$ cat config.mk
export PLATFORM = sky130hd
export DESIGN_NAME = fbc_upload_arbiter
export DESIGN_NICKNAME = d
export VERILOG_FILES = /design/src/rtl/fbc_pkg.sv /design/src/rtl/fbc_rr_pick.sv /design/src/rtl/fbc_upload_arbiter.sv
export SDC_FILE = /design/constraint.sdc
export NUM_CORES = 1
export LEC_CHECK = 0
export ABC_AREA = 1
export CORE_UTILIZATION = 55
export CTS_CLUSTER_DIAMETER = 150
export DETAILED_ROUTE_END_ITERATION = 8
export DONT_BUFFER_PORTS = 1
export GPL_ROUTABILITY_DRIVEN = 0
export PLACE_DENSITY = 0.7
export SETUP_SLACK_MARGIN = 0.4
export SLEW_MARGIN = 5
export SYNTH_ARGS = -nofsm -noshare
export SYNTH_HDL_FRONTEND = slang
export SYNTH_SLANG_ARGS = --single-unit
$ cat constraint.sdc
create_clock -name clk_i -period 10.1 [get_ports clk_i]
set_input_delay 1.515 -clock clk_i [delete_from_list [all_inputs] [get_ports clk_i]]
set_output_delay 1.515 -clock clk_i [all_outputs]
set_load 0.1 [all_outputs]
$ cat src/rtl/fbc_pkg.sv
// ---------------------------------------------------------------------------
// fbc_pkg
//
// Shared definitions for the FBC upload arbiter:
//   - state_t         : packet framing FSM states
//   - word-format tags : header / data / pad tag bytes
//   - channel indices  : FBCi, FBCr1, FBCr2
//   - make_word()      : assembles a 64-bit upload word
//   - rr_next()        : next channel index in round-robin order (mod 3)
//   - ch_onehot()      : channel index to one-hot grant vector
// ---------------------------------------------------------------------------
package fbc_pkg;

    typedef enum logic [1:0] {
        ST_IDLE = 2'd0,
        ST_HEAD = 2'd1,
        ST_DATA = 2'd2,
        ST_PAD  = 2'd3
    } state_t;

    localparam int NUM_CH   = 3;
    localparam int SAMPLE_W = 48;
    localparam int WORD_W   = 64;
    localparam int ENC_W    = 32;
    localparam int SEQ_W    = 16;

    // Tag byte occupying word bits [63:56].
    localparam logic [7:0] HEADER_TAG_DEFAULT = 8'hA5;
    localparam logic [7:0] DATA_TAG           = 8'h00;
    localparam logic [7:0] PAD_TAG            = 8'hFF;

    localparam logic [1:0] CH_FBCI  = 2'd0;
    localparam logic [1:0] CH_FBCR1 = 2'd1;
    localparam logic [1:0] CH_FBCR2 = 2'd2;

    // Every word shares the layout {tag, 6'd0, ch, 48-bit payload}. For the
    // header the payload is {seq, enc_x}.
    function automatic logic [WORD_W-1:0] make_word(
        input logic [7:0]          tag,
        input logic [1:0]          ch,
        input logic [SAMPLE_W-1:0] payload
    );
        return {tag, 6'd0, ch, payload};
    endfunction

    function automatic logic [1:0] rr_next(input logic [1:0] idx);
        return (idx >= CH_FBCR2) ? CH_FBCI : idx + 2'd1;
    endfunction

    // Index 3 does not name a channel and maps to an empty vector.
    function automatic logic [NUM_CH-1:0] ch_onehot(input logic [1:0] idx);
        logic [NUM_CH-1:0] vec;
        case (idx)
            CH_FBCI:  vec = 3'b001;
            CH_FBCR1: vec = 3'b010;
            CH_FBCR2: vec = 3'b100;
            default:  vec = 3'b000;
        endcase
        return vec;
    endfunction

endpackage

$ cat src/rtl/fbc_rr_pick.sv
// ---------------------------------------------------------------------------
// fbc_rr_pick
//
// Combinational 3-way round-robin picker. The search starts at the channel
// after ptr and wraps modulo 3, so ptr itself has the lowest priority.
//
// Ports:
//   pending  in  3  per-channel request (valid & enabled)
//   ptr      in  2  index of the most recently granted channel
//   grant    out 3  one-hot pick, 0 when nothing is pending
//   idx      out 2  index of the picked channel (0 when nothing is pending)
// ---------------------------------------------------------------------------
module fbc_rr_pick
    import fbc_pkg::*;
(
    input  logic [NUM_CH-1:0] pending,
    input  logic [1:0]        ptr,
    output logic [NUM_CH-1:0] grant,
    output logic [1:0]        idx
);

    logic [1:0] cand_first;
    logic [1:0] cand_second;

    // NOTE: combinational blocks use blocking '=' so later statements see the
    // values computed earlier in the same evaluation; every output gets a
    // default up front so no path leaves it unassigned (which would infer a latch).
    always_comb begin
        grant       = '0;
        idx         = CH_FBCI;
        cand_first  = rr_next(ptr);
        cand_second = rr_next(cand_first);

        if (|(pending & ch_onehot(cand_first))) begin
            grant = ch_onehot(cand_first);
            idx   = cand_first;
        end else if (|(pending & ch_onehot(cand_second))) begin
            grant = ch_onehot(cand_second);
            idx   = cand_second;
        end else if (|(pending & ch_onehot(ptr))) begin
            grant = ch_onehot(ptr);
            idx   = ptr;
        end
    end

endmodule

$ cat src/rtl/fbc_upload_arbiter.sv
// ---------------------------------------------------------------------------
// fbc_upload_arbiter
//
// Shares the single 64-bit Aurora FBC upload lane between FBCi, FBCr1 and
// FBCr2. One channel at a time is granted round-robin and its samples are
// framed as a header word followed by BURST_LEN data words. A packet whose
// source stalls for too long, or whose upload enable drops, is completed
// with pad words so every packet has the same length downstream.
//
// Parameters:
//   BURST_LEN    data words per packet (2..256)
//   TIMEOUT_CYC  idle DATA cycles (not counting backpressure) before padding (>= 2)
//   HEADER_TAG   tag byte of the header word
//
// Ports:
//   clk_i                 in   1    system clock
//   rst_i                 in   1    asynchronous active-high reset
//   scan_en_i             in   1    new packets start only while high
//   fbc_up_en_i           in   3    per-channel upload enable
//   encode_x_i            in   32   encoder X, latched at grant
//   src_vld_i             in   3    per-channel sample valid
//   src_data_i            in   144  channel k sample in bits [48k+47:48k]
//   src_rdy_o             out  3    per-channel sample accept (combinational)
//   aurora_almost_full_i  in   1    upload FIFO almost full
//   aurora_vout_vld_o     out  1    upload word valid (registered)
//   aurora_vout_data_o    out  64   upload word (registered)
//   grant_o               out  3    one-hot granted channel, 0 when idle
//   busy_o                out  1    high in HEAD, DATA or PAD
//   pad_evt_o             out  1    one-cycle pulse on entry to PAD
// ---------------------------------------------------------------------------
module fbc_upload_arbiter
    import fbc_pkg::*;
#(
    parameter int         BURST_LEN   = 16,
    parameter int         TIMEOUT_CYC = 1024,
    parameter logic [7:0] HEADER_TAG  = HEADER_TAG_DEFAULT
) (
    input  logic                       clk_i,
    input  logic                       rst_i,
    input  logic                       scan_en_i,
    input  logic [NUM_CH-1:0]          fbc_up_en_i,
    input  logic [ENC_W-1:0]           encode_x_i,
    input  logic [NUM_CH-1:0]          src_vld_i,
    input  logic [NUM_CH*SAMPLE_W-1:0] src_data_i,
    output logic [NUM_CH-1:0]          src_rdy_o,
    input  logic                       aurora_almost_full_i,
    output logic                       aurora_vout_vld_o,
    output logic [WORD_W-1:0]          aurora_vout_data_o,
    output logic [NUM_CH-1:0]          grant_o,
    output logic                       busy_o,
    output logic                       pad_evt_o
);

    localparam int BEAT_W  = (BURST_LEN > 2)   ? $clog2(BURST_LEN)   : 1;
    localparam int TIMER_W = (TIMEOUT_CYC > 2) ? $clog2(TIMEOUT_CYC) : 1;

    localparam logic [BEAT_W-1:0]  LAST_BEAT   = BEAT_W'(BURST_LEN - 1);
    // The timer holds the idle count reached so far; the idle cycle that
    // would bring it to TIMEOUT_CYC-1 is the one that triggers padding.
    localparam logic [TIMER_W-1:0] TIMER_LIMIT = TIMER_W'(TIMEOUT_CYC - 2);

    state_t              state;
    logic [1:0]          rr_ptr;
    logic [1:0]          ch;
    logic [ENC_W-1:0]    enc_x;
    logic [SEQ_W-1:0]    seq;
    logic [BEAT_W-1:0]   beat;
    logic [TIMER_W-1:0]  timer;

    logic [NUM_CH-1:0]   pending;
    logic [NUM_CH-1:0]   pick_grant;
    logic [1:0]          pick_idx;
    logic                pick_any;

    logic [SAMPLE_W-1:0] sel_sample;
    logic                sel_vld;
    logic                sel_en;
    logic                accept;

    assign pending  = src_vld_i & fbc_up_en_i;
    assign pick_any = |pick_grant;

    fbc_rr_pick u_rr_pick (
        .pending (pending),
        .ptr     (rr_ptr),
        .grant   (pick_grant),
        .idx     (pick_idx)
    );

    // Route the granted channel's sample, valid and enable.
    always_comb begin
        sel_sample = src_data_i[SAMPLE_W-1:0];
        sel_vld    = src_vld_i[0];
        sel_en     = fbc_up_en_i[0];
        case (ch)
            CH_FBCR1: begin
                sel_sample = src_data_i[2*SAMPLE_W-1:SAMPLE_W];
                sel_vld    = src_vld_i[1];
                sel_en     = fbc_up_en_i[1];
            end
            CH_FBCR2: begin
                sel_sample = src_data_i[3*SAMPLE_W-1:2*SAMPLE_W];
                sel_vld    = src_vld_i[2];
                sel_en     = fbc_up_en_i[2];
            end
            default: ;
        endcase
    end

    // grant_o is the registered one-hot of ch, so it doubles as the ready mask.
    assign src_rdy_o = (state == ST_DATA && !aurora_almost_full_i) ? grant_o : '0;
    assign accept    = (state == ST_DATA) && sel_vld && !aurora_almost_full_i;

    // NOTE: sequential state uses non-blocking '<=' so every register samples
    // the pre-edge values of the others, independent of statement order.
    always_ff @(posedge clk_i or posedge rst_i) begin
        if (rst_i) begin
            state              <= ST_IDLE;
            rr_ptr             <= CH_FBCR2;
            ch                 <= CH_FBCI;
            enc_x              <= '0;
            seq                <= '0;
            beat               <= '0;
            timer              <= '0;
            aurora_vout_vld_o  <= 1'b0;
            aurora_vout_data_o <= '0;
            grant_o            <= '0;
            busy_o             <= 1'b0;
            pad_evt_o          <= 1'b0;
        end else begin
            aurora_vout_vld_o <= 1'b0;
            pad_evt_o         <= 1'b0;

            case (state)
                ST_IDLE: begin
                    if (scan_en_i && !aurora_almost_full_i && pick_any) begin
                        ch      <= pick_idx;
                        rr_ptr  <= pick_idx;
                        enc_x   <= encode_x_i;
                        grant_o <= pick_grant;
                        busy_o  <= 1'b1;
                        state   <= ST_HEAD;
                    end
                end

                ST_HEAD: begin
                    if (!aurora_almost_full_i) begin
                        aurora_vout_vld_o  <= 1'b1;
                        aurora_vout_data_o <= make_word(HEADER_TAG, ch, {seq, enc_x});
                        beat               <= '0;
                        timer              <= '0;
                        state              <= ST_DATA;
                    end
                end

                ST_DATA: begin
                    // An accept takes priority over a timeout in the same cycle.
                    if (accept) begin
                        aurora_vout_vld_o  <= 1'b1;
                        aurora_vout_data_o <= make_word(DATA_TAG, ch, sel_sample);
                        timer              <= '0;
                        if (beat == LAST_BEAT) begin
                            seq     <= seq + SEQ_W'(1);
                            beat    <= '0;
                            grant_o <= '0;
                            busy_o  <= 1'b0;
                            state   <= ST_IDLE;
                        end else begin
                            beat <= beat + BEAT_W'(1);
                            if (!sel_en) begin
                                pad_evt_o <= 1'b1;
                                state     <= ST_PAD;
                            end
                        end
                    end else if (!sel_en) begin
                        timer     <= '0;
                        pad_evt_o <= 1'b1;
                        state     <= ST_PAD;
                    end else if (!aurora_almost_full_i) begin
                        // Backpressure freezes the timer: a stall caused by the
                        // downstream FIFO is not the source's fault.
                        if (timer == TIMER_LIMIT) begin
                            timer     <= '0;
                            pad_evt_o <= 1'b1;
                            state     <= ST_PAD;
                        end else begin
                            timer <= timer + TIMER_W'(1);
                        end
                    end
                end

                ST_PAD: begin
                    if (!aurora_almost_full_i) begin
                        aurora_vout_vld_o  <= 1'b1;
                        aurora_vout_data_o <= make_word(PAD_TAG, ch, '0);
                        if (beat == LAST_BEAT) begin
                            seq     <= seq + SEQ_W'(1);
                            beat    <= '0;
                            grant_o <= '0;
                            busy_o  <= 1'b0;
                            state   <= ST_IDLE;
                        end else begin
                            beat <= beat + BEAT_W'(1);
                        end
                    end
                end

                default: state <= ST_IDLE;
            endcase
        end
    end

endmodule

### Word-level counts from Yosys, hierarchy flattened

Index checks and enable logic that the tools add are counted.

| storage, ports and cells | value |
|---|---|
| register bits | 138 |
| bits in latches | 0 |
| bits in writable memories | 0 |
| ROM bits | 0 |
| bits of input ports | 186 |
| output and inout bits | 73 |
| word-level logic and storage cells | 137 |
| memories | 0 |

| operators by class | value |
|---|---|
| add/subtract/negate cells | 5 |
| multiply operators | 0 |
| div/mod/pow operators | 0 |
| magnitude comparators | 2 |
| equal/unequal tests | 21 |
| shift-type cells | 0 |
| muxes and demuxes | 68 |
| bitwise gates (word level) | 4 |
| reductions and logical operators | 25 |

Operator list:

| cell | number |
|---|---|
| $mux W64 | 3 |
| $pmux W64 S3 | 1 |
| $pmux W48 S2 | 1 |
| $mux W10 | 5 |
| $mux W16 | 3 |
| $pmux W3 S3 | 4 |
| $mux W3 | 11 |
| $pmux W16 S2 | 1 |
| $mux W2 | 15 |
| $pmux W10 S2 | 1 |
| $add A16 B1 Y16 const B | 1 |
| $mux W4 | 4 |
| $mux W1 | 13 |
| $and A3 B3 Y3 | 4 |
| $eq A2 B2 Y1 const B | 6 |
| $pmux W4 S3 | 1 |
| $reduce_or A3 Y1 | 4 |
| $add A10 B1 Y10 const B | 1 |
| $eq A10 B10 Y1 const B | 1 |
| $eq A2 B1 Y1 const B | 5 |
| $ne A2 B2 Y1 const B | 5 |
| $logic_not A2 Y1 | 4 |
| $ne A4 B3 Y1 const B | 2 |
| $pmux W2 S4 | 1 |
| 16 further kinds | 28 |

### Logic depth before layout (Yosys ltp)

Gate-level depths: netlist of the first run.

| depth | value |
|---|---|
| depth in word-level cells | 20 |
| mapped depth | 16 |
| gate-level depth less buffers | 15 |

### Cells and area by module

From an unflattened synthesis of the first run, not the netlist that was laid out.

| second synthesis, totals | value |
|---|---|
| cell total of the unflattened synthesis | 976 |
| area total of the unflattened synthesis | 7138.1 µm² |

By module, submodules not included:

| module | times used | cells each | area each (µm²) | sequential area each (µm²) |
|---|---|---|---|---|
| fbc_upload_arbiter | 1 | 954 | 7035.5 | 3129.3 |
| fbc_rr_pick | 1 | 22 | 102.6 | 0.0 |

### Worst setup path before layout of the first run

OpenSTA, ideal clock, no wires.

| path | value |
|---|---|
| kind | input -> output |
| start | input aurora_almost_full_i |
| end | output src_rdy_o[0] |
| arrival time | 2.873 ns |
| data required time | 8.585 ns |
| setup slack | 5.712 ns |
| stages on the path | 3 |
| buffers on the path | 0 |
| path through | inv_2 > nand2_2 > nor2_1 |

| between the ends | value |
|---|---|
| word-level cells in the longest chain between the ends | 3 |

Ends and longest elaborated chain:

| element | RTL line | source |
|---|---|---|
| start, declared | fbc_upload_arbiter.sv:46 | `input logic aurora_almost_full_i,` |
| $logic_not A1 Y1 | - |  |
| $logic_and A1 B1 Y1 | fbc_upload_arbiter.sv:111 | `assign src_rdy_o = (state == ST_DATA && !aurora_almost_full_i) ? grant_o : '0;` |
| $mux W3 | fbc_upload_arbiter.sv:111 |  |
| end, declared | fbc_upload_arbiter.sv:45 | `output logic [NUM_CH-1:0] src_rdy_o,` |

No other way between the ends.

### Worst setup path in the final report of the first run

| path | value |
|---|---|
| start | input aurora_almost_full_i |
| end | output src_rdy_o[2] |

The elaborated chain is that of the path after synthesis.

==> results of run 1 <==
[critical path, stage by stage]
cell and delay, ns:
inv_2 0.04, nand2_2 0.09, nor2_2 0.81
[logic make-up (layout without fill, tap and decap cells)]
logic type	after synthesis	count (layout)	synth area share, %
flip-flops	125	125	44.03
AND/OR/NAND/NOR	474	474	27.48
AO/OA/AOI/OAI	198	198	16.30
XOR/XNOR	17	17	2.095
buffers and inverters	127	102	7.923
adder cells (fa/ha/maj)	12	12	2.113
other	1	6	0.05277
[layout make-up]
class	count	area (µm²)
clock buffer	23	488.0
clock inverter	9	132.6
fill	1167	4908
inverter	66	255.2
multi-input combinational	707	3453
sequential	125	3137
tap	172	215.2
timing repair buffer	4	30.03
[layout by cell type, fill, tap and decap left out, types with 8 or more instances in the layout]
| master | n |
|---|---|
| a31o_2 | 29 |
| inv_1 | 56 |
| clkbuf_16 | 17 |
| nand3_1 | 25 |
| o21ai_1 | 13 |
| nor2_1 | 67 |
| o21ai_0 | 62 |
| inv_2 | 8 |
| a21oi_1 | 57 |
| a31oi_1 | 30 |
| dfrtp_1 | 122 |
| nand4_1 | 11 |
| nor3_1 | 14 |
| nand2_1 | 334 |
| ha_1 | 10 |
| xor2_1 | 14 |
[Yosys cell counts, types with 2 or more instances]
| cell type | count |
|---|---|
| o21ai_2 | 2 |
| a31oi_1 | 30 |
| nor3_1 | 14 |
| buf_4 | 14 |
| nand2_1 | 334 |
| nor2_2 | 4 |
| xnor2_1 | 3 |
| nand3_2 | 2 |
| buf_1 | 3 |
| a31o_2 | 29 |
| inv_2 | 8 |
| dfrtp_1 | 124 |
| inv_1 | 57 |
| nand4_1 | 11 |
| xor2_1 | 14 |
| a21oi_1 | 57 |
| nand3_1 | 25 |
| o21ai_0 | 62 |
| buf_6 | 3 |
| o21ai_1 | 13 |
| nand3_4 | 2 |
| ha_1 | 12 |
| clkbuf_1 | 34 |
| nor3_2 | 2 |
| nor2_1 | 71 |
| nand2_2 | 4 |
| buf_2 | 7 |
| o31ai_1 | 3 |
[flip-flops by register name (all words and copies together), names as in the netlist]
register / flops
aurora_vout_data_o: 52
enc_x: 32
seq: 16
timer: 10
beat: 4
grant_o: 3
rr_ptr: 2
state: 2
aurora_vout_vld_o: 1
busy_o: 1
ch: 1
pad_evt_o: 1
[per-stage QoR]
| step | total power [mW] | setup slack, ns | instances | cell area [µm²] | hold WS [ns] |
|---|---|---|---|---|---|
| finish | 3.276 | 6.126 | 1106 | 7711 | 0.4775 |
| floorplan | 2.451 | 5.259 | 959 | 7126 | 0.4492 |
| global route | 3.475 | 5.829 | 1106 | 7711 | 0.4988 |
| CTS | 3.288 | 6.121 | 1106 | 7711 | 0.4804 |
| global placement | 2.624 | 6.129 | 1074 | 7091 | 0.4616 |
| detailed placement | 2.651 | 6.120 | 1074 | 7091 | 0.4649 |
[report_power, final]
group | leakage, nW | switching, mW | internal (mW)
clock network | 0.300 | 0.223 | 0.414
logic | 1.62 | 0.654 | 0.299
registers | 1.54 | 1.01 | 0.676
[worst min path at each step]
stage                          from         to  slack (ns)
after global routing      enc_x[30]  enc_x[30]        0.50
final                     enc_x[25]  enc_x[25]        0.48
after CTS                  enc_x[4]   enc_x[4]        0.48
after global placement    enc_x[31]  enc_x[31]        0.46
after detailed placement   enc_x[6]   enc_x[6]        0.46
after floorplan            enc_x[0]   enc_x[0]        0.45
[per-layer routing]
layer / track usage, % / wire length, µm
met4: 12.91 / 475
met3: 9.414 / 1392
met2: 44.07 / 8233
met5: 0 / 0
met1: 34.04 / 7678
==> flow_metrics.env, run 1 <==
export IMPL_synth_seq_cells=125
export IMPL_grt_pass1_wl_mm=28.21
export IMPL_async_flop_share_pct=100.0
export IMPL_cts_setup_buffers=0
export IMPL_hold_buffers=0
export IMPL_arrival_ns=2.46
export IMPL_firstDrtPassIters=5
export IMPL_wl_mm=17.78
export IMPL_cap_violations=0
export IMPL_clk_latency_ns=0.42
export IMPL_avgViaCountPerCell=5.618
export IMPL_worst_pin_slew_ns=1.142
export IMPL_rrSetupSlack_ns=6.23
export IMPL_yosys_area_top_type="dfrtp_1"
export IMPL_max_vdd_ir_drop_mv=0.3189
export IMPL_io_buffers=0
export IMPL_syn_avg_cell_area_um2=7.449
export IMPL_postCtsResizedCells=0
export IMPL_worstHoldPathType="reg2reg"
export IMPL_finalClockSkew_ns=0.01138
export IMPL_gr_total_overflow=0
export IMPL_initial_core_util_pct=56.32
export IMPL_period_share_pct=39.35
export IMPL_fmax_mhz=251.6
export IMPL_r2r_start="rr_ptr[0]"
export IMPL_die_x_um=115.7
export IMPL_critPathLaunchType="primary input"
export IMPL_area_growth_pct=8.504
export IMPL_min_path_cells=2
export IMPL_dp_hpwl_mm=12.31
export IMPL_timing_rr_end="aurora_vout_data_o[8]"
export IMPL_max_slew_margin_pct=23.84
export IMPL_synthFlopType="dfrtp_1"
export IMPL_hold_violations=0
export IMPL_synth_distinct_cells=38
export IMPL_endpoint="src_rdy_o[2]"
export IMPL_clock_sinks=125
export IMPL_htreeDepth=4
export IMPL_synth_edf_count=0
export IMPL_setup_viol=0
export IMPL_drive_above_1_share_pct=10.92
export IMPL_synthCells=954
export IMPL_drtAntennaViolNets=0
export IMPL_power_density_nw_per_um2=424.9
export IMPL_numCtsBuffers=17
export IMPL_crit_type="in2out"
export IMPL_fp_row_count=41
export IMPL_critPathMaxFanout=6
export IMPL_detail_route_drc_violations=0
export IMPL_finalCriticalPeriod_ns=3.974
export IMPL_r2r_cells=11
export IMPL_core_area_um2=12620
export IMPL_num_antenna_cells=0
export IMPL_clkTransAtPathRegs_ns=0.06
export IMPL_cts_path_max_buffers=2
export IMPL_num_vias=6213
export IMPL_synth_warnings=0
export IMPL_dieHeight_um=115.7
export IMPL_fp_dieArea_um2=13380
export IMPL_io_pins=259
export IMPL_crit_path_end_kind="output port"
export IMPL_first_iter_violations=405
export IMPL_status="completed"
export IMPL_fin_nets=1119
export IMPL_leakagePower_nw=3.466
export IMPL_grt_usage_pct=27.68
export IMPL_yosysSeqAreaShare_pct=44.03
export IMPL_crit_required_ns=8.59
export IMPL_synth_area_top_cells="dfrtp_1 (44%), nand2_1 (18%), o21ai_0 (4.4%)"
export IMPL_setup_tns_ns=0
export IMPL_cts_root_buf="clkbuf_16"
export IMPL_startpoint="aurora_almost_full_i"
export IMPL_report_final_slew_viol_count=0
export IMPL_syn_cell_area_um2=7107
export IMPL_wl_per_cell_um=16.08
export IMPL_tritoncts="done"
export IMPL_antenna_found_initial=0
export IMPL_grt_max_degree=75
export IMPL_post_route_util_pct=61.10
export IMPL_synth_top_cell_area_share_pct=43.66
export IMPL_rsz0062_at_grt="no"
export IMPL_grt_pass1_vias=5789
(Power assumes the default switching activity.)
==> run 2, diff against run 1 <==
- clock period: 10.1 -> 3.9 ns (I/O delays scaled with it)
==> flow_metrics.env, run 2 (synthesis results as in run 1) <==
export IMPL_hold_violations=0
export IMPL_dieHeight_um=115.7
export IMPL_grt_usage_pct=28.08
export IMPL_grt_max_degree=126
export IMPL_leakagePower_nw=3.481
export IMPL_path_delay_family="buffers and inverters"
export IMPL_finalCriticalPeriod_ns=2.689
export IMPL_firstDrtPassIters=5
export IMPL_fp_dieArea_um2=13380
export IMPL_fin_nets=1130
export IMPL_critPathMaxFanout=52
export IMPL_die_x_um=115.7
export IMPL_cp_common_cell="inv_2"
export IMPL_wl_mm=17.82
export IMPL_wl_per_cell_um=15.95
export IMPL_num_vias=6263
export IMPL_r2r_cells=11
export IMPL_clock_sinks=125
export IMPL_grt_pass1_vias=5742
export IMPL_tritoncts="done"
export IMPL_fillers=1148
export IMPL_report_final_slew_viol_count=0
export IMPL_max_vdd_ir_drop_mv=0.5786
export IMPL_slowest_stage="buf_4"
export IMPL_regArea_um2=3137
export IMPL_dp_hpwl_mm=12.48
export IMPL_clkTransAtPathRegs_ns=0.05
export IMPL_post_route_util_pct=61.32
export IMPL_num_antenna_cells=0
export IMPL_drive_above_1_share_pct=11.85
export IMPL_initial_core_util_pct=56.32
export IMPL_clk_latency_ns=0.42
export IMPL_cap_violations=0
export IMPL_cts_setup_buffers=0
export IMPL_io_pins=259
export IMPL_area_growth_pct=8.891
export IMPL_final_cell_mix="nand2_1 (334), dfrtp_1 (122), nor2_1 (67)"
export IMPL_fmax_mhz=371.9
export IMPL_largest_reg_flops=52
export IMPL_antenna_found_initial=0
export IMPL_crit_chain="inv_1 -> ha_1 -> nand2_2 -> nor2_2 -> nand2_4 -> inv_2 -> o21ai_2 -> inv_2 -> buf_4 -> nor2_1 -> a31oi_1"
export IMPL_top_regs="aurora_vout_data_o x52, enc_x x32, seq x16"
export IMPL_cts_path_max_buffers=2
export IMPL_avgViaCountPerCell=5.607
export IMPL_max_slew_margin_pct=25.16
export IMPL_r2r_start="state[0]"
export IMPL_setup_viol=0
export IMPL_cp_depth=11
export IMPL_crit_required_ns=4.24
export IMPL_setup_tns_ns=0
export IMPL_power_density_nw_per_um2=1077
export IMPL_rsz0062_at_grt="no"
export IMPL_mostFrequentLayoutCell="nand2_1"
export IMPL_startpoint="state[0]"
export IMPL_gr_total_overflow=0
export IMPL_finalClockSkew_ns=0.006973
export IMPL_io_buffers=0
export IMPL_postCtsResizedCells=0
export IMPL_core_area_um2=12620
export IMPL_crit_type="reg2reg"
export IMPL_hold_buffers=0
export IMPL_rrSetupSlack_ns=1.21
export IMPL_detail_route_drc_violations=0
export IMPL_cts_root_buf="clkbuf_16"
export IMPL_numCtsBuffers=17
export IMPL_crit_path_end_kind="register"
export IMPL_arrival_ns=3.03
export IMPL_worstPathBufferInverterCount=4
export IMPL_worst_pin_slew_ns=1.123
export IMPL_htreeDepth=4
export IMPL_period_share_pct=68.95
export IMPL_multiInputGateArea_um2=3453
export IMPL_top_register="aurora_vout_data_o"
export IMPL_grt_pass1_wl_mm=28.23
export IMPL_first_iter_violations=470
export IMPL_slowest_delay_ns=0.49
export IMPL_drtAntennaViolNets=0
export IMPL_worstHoldPathType="in2async"
export IMPL_status="completed"
export IMPL_fp_row_count=41
export IMPL_critPathLaunchType="register"
-- run 2: cell types whose count changed in the layout (fill, tap and decap cells not counted), sizes merged --
cell      change
clkinvlp      +3
clkbuf        -3
inv           -1
bufinv        -2
buf          +11
clkinv        +3
-- run 2: report_power, final --
| part | leakage [nW] | switching (mW) | internal, mW | total, mW |
|---|---|---|---|---|
| clock network | 0.257 | 0.585 | 0.878 | 1.46 |
| registers | 1.54 | 2.50 | 1.75 | 4.25 |
| logic | 1.68 | 1.80 | 0.809 | 2.61 |
| total | 3.48 | 4.89 | 3.44 | 8.33 |
-- run 2: worst paths after layout --
check,end
max in group asynchronous,aurora_vout_data_o[4]
hold / removal,aurora_vout_data_o[48]
setup / recovery,aurora_vout_data_o[18]
hold reg to reg,enc_x[19]
setup reg to reg,aurora_vout_data_o[18]
min in group clk_i,enc_x[17]
-- run 2: area by class of cell --
cell class,instances,share of cell area [%]
Inverter,66,3.282
Timing Repair Buffer,15,1.617
Clock inverter,12,1.520
Sequential cell,125,40.53
Multi-Input combinational cell,707,44.62
Tap cell,172,2.781
Clock buffer,20,5.643
-- run 2: per-stage QoR --
| stage | instance area [µm²] | worst slack (ns) | power [mW] | std cells | hold WS [ns] |
|---|---|---|---|---|---|
| CTS | 7739 | 1.189 | 8.377 | 1117 | 0.2536 |
| finish | 7739 | 1.211 | 8.331 | 1117 | 0.2017 |
| global placement | 7184 | 1.291 | 6.845 | 1085 | 0.4617 |
| global route | 7739 | 0.8979 | 8.878 | 1117 | 0.2478 |
| detailed placement | 7184 | 1.201 | 6.898 | 1085 | 0.4651 |
| floorplan | 7129 | 1.016 | 6.349 | 959 | 0.4492 |
-- run 2: routing by layer --
layer  wire length [µm]  GRT usage (%)
met5                  0              0
met4                375          10.34
met3               1262          8.891
met2               8637          45.55
met1               7540          35.37
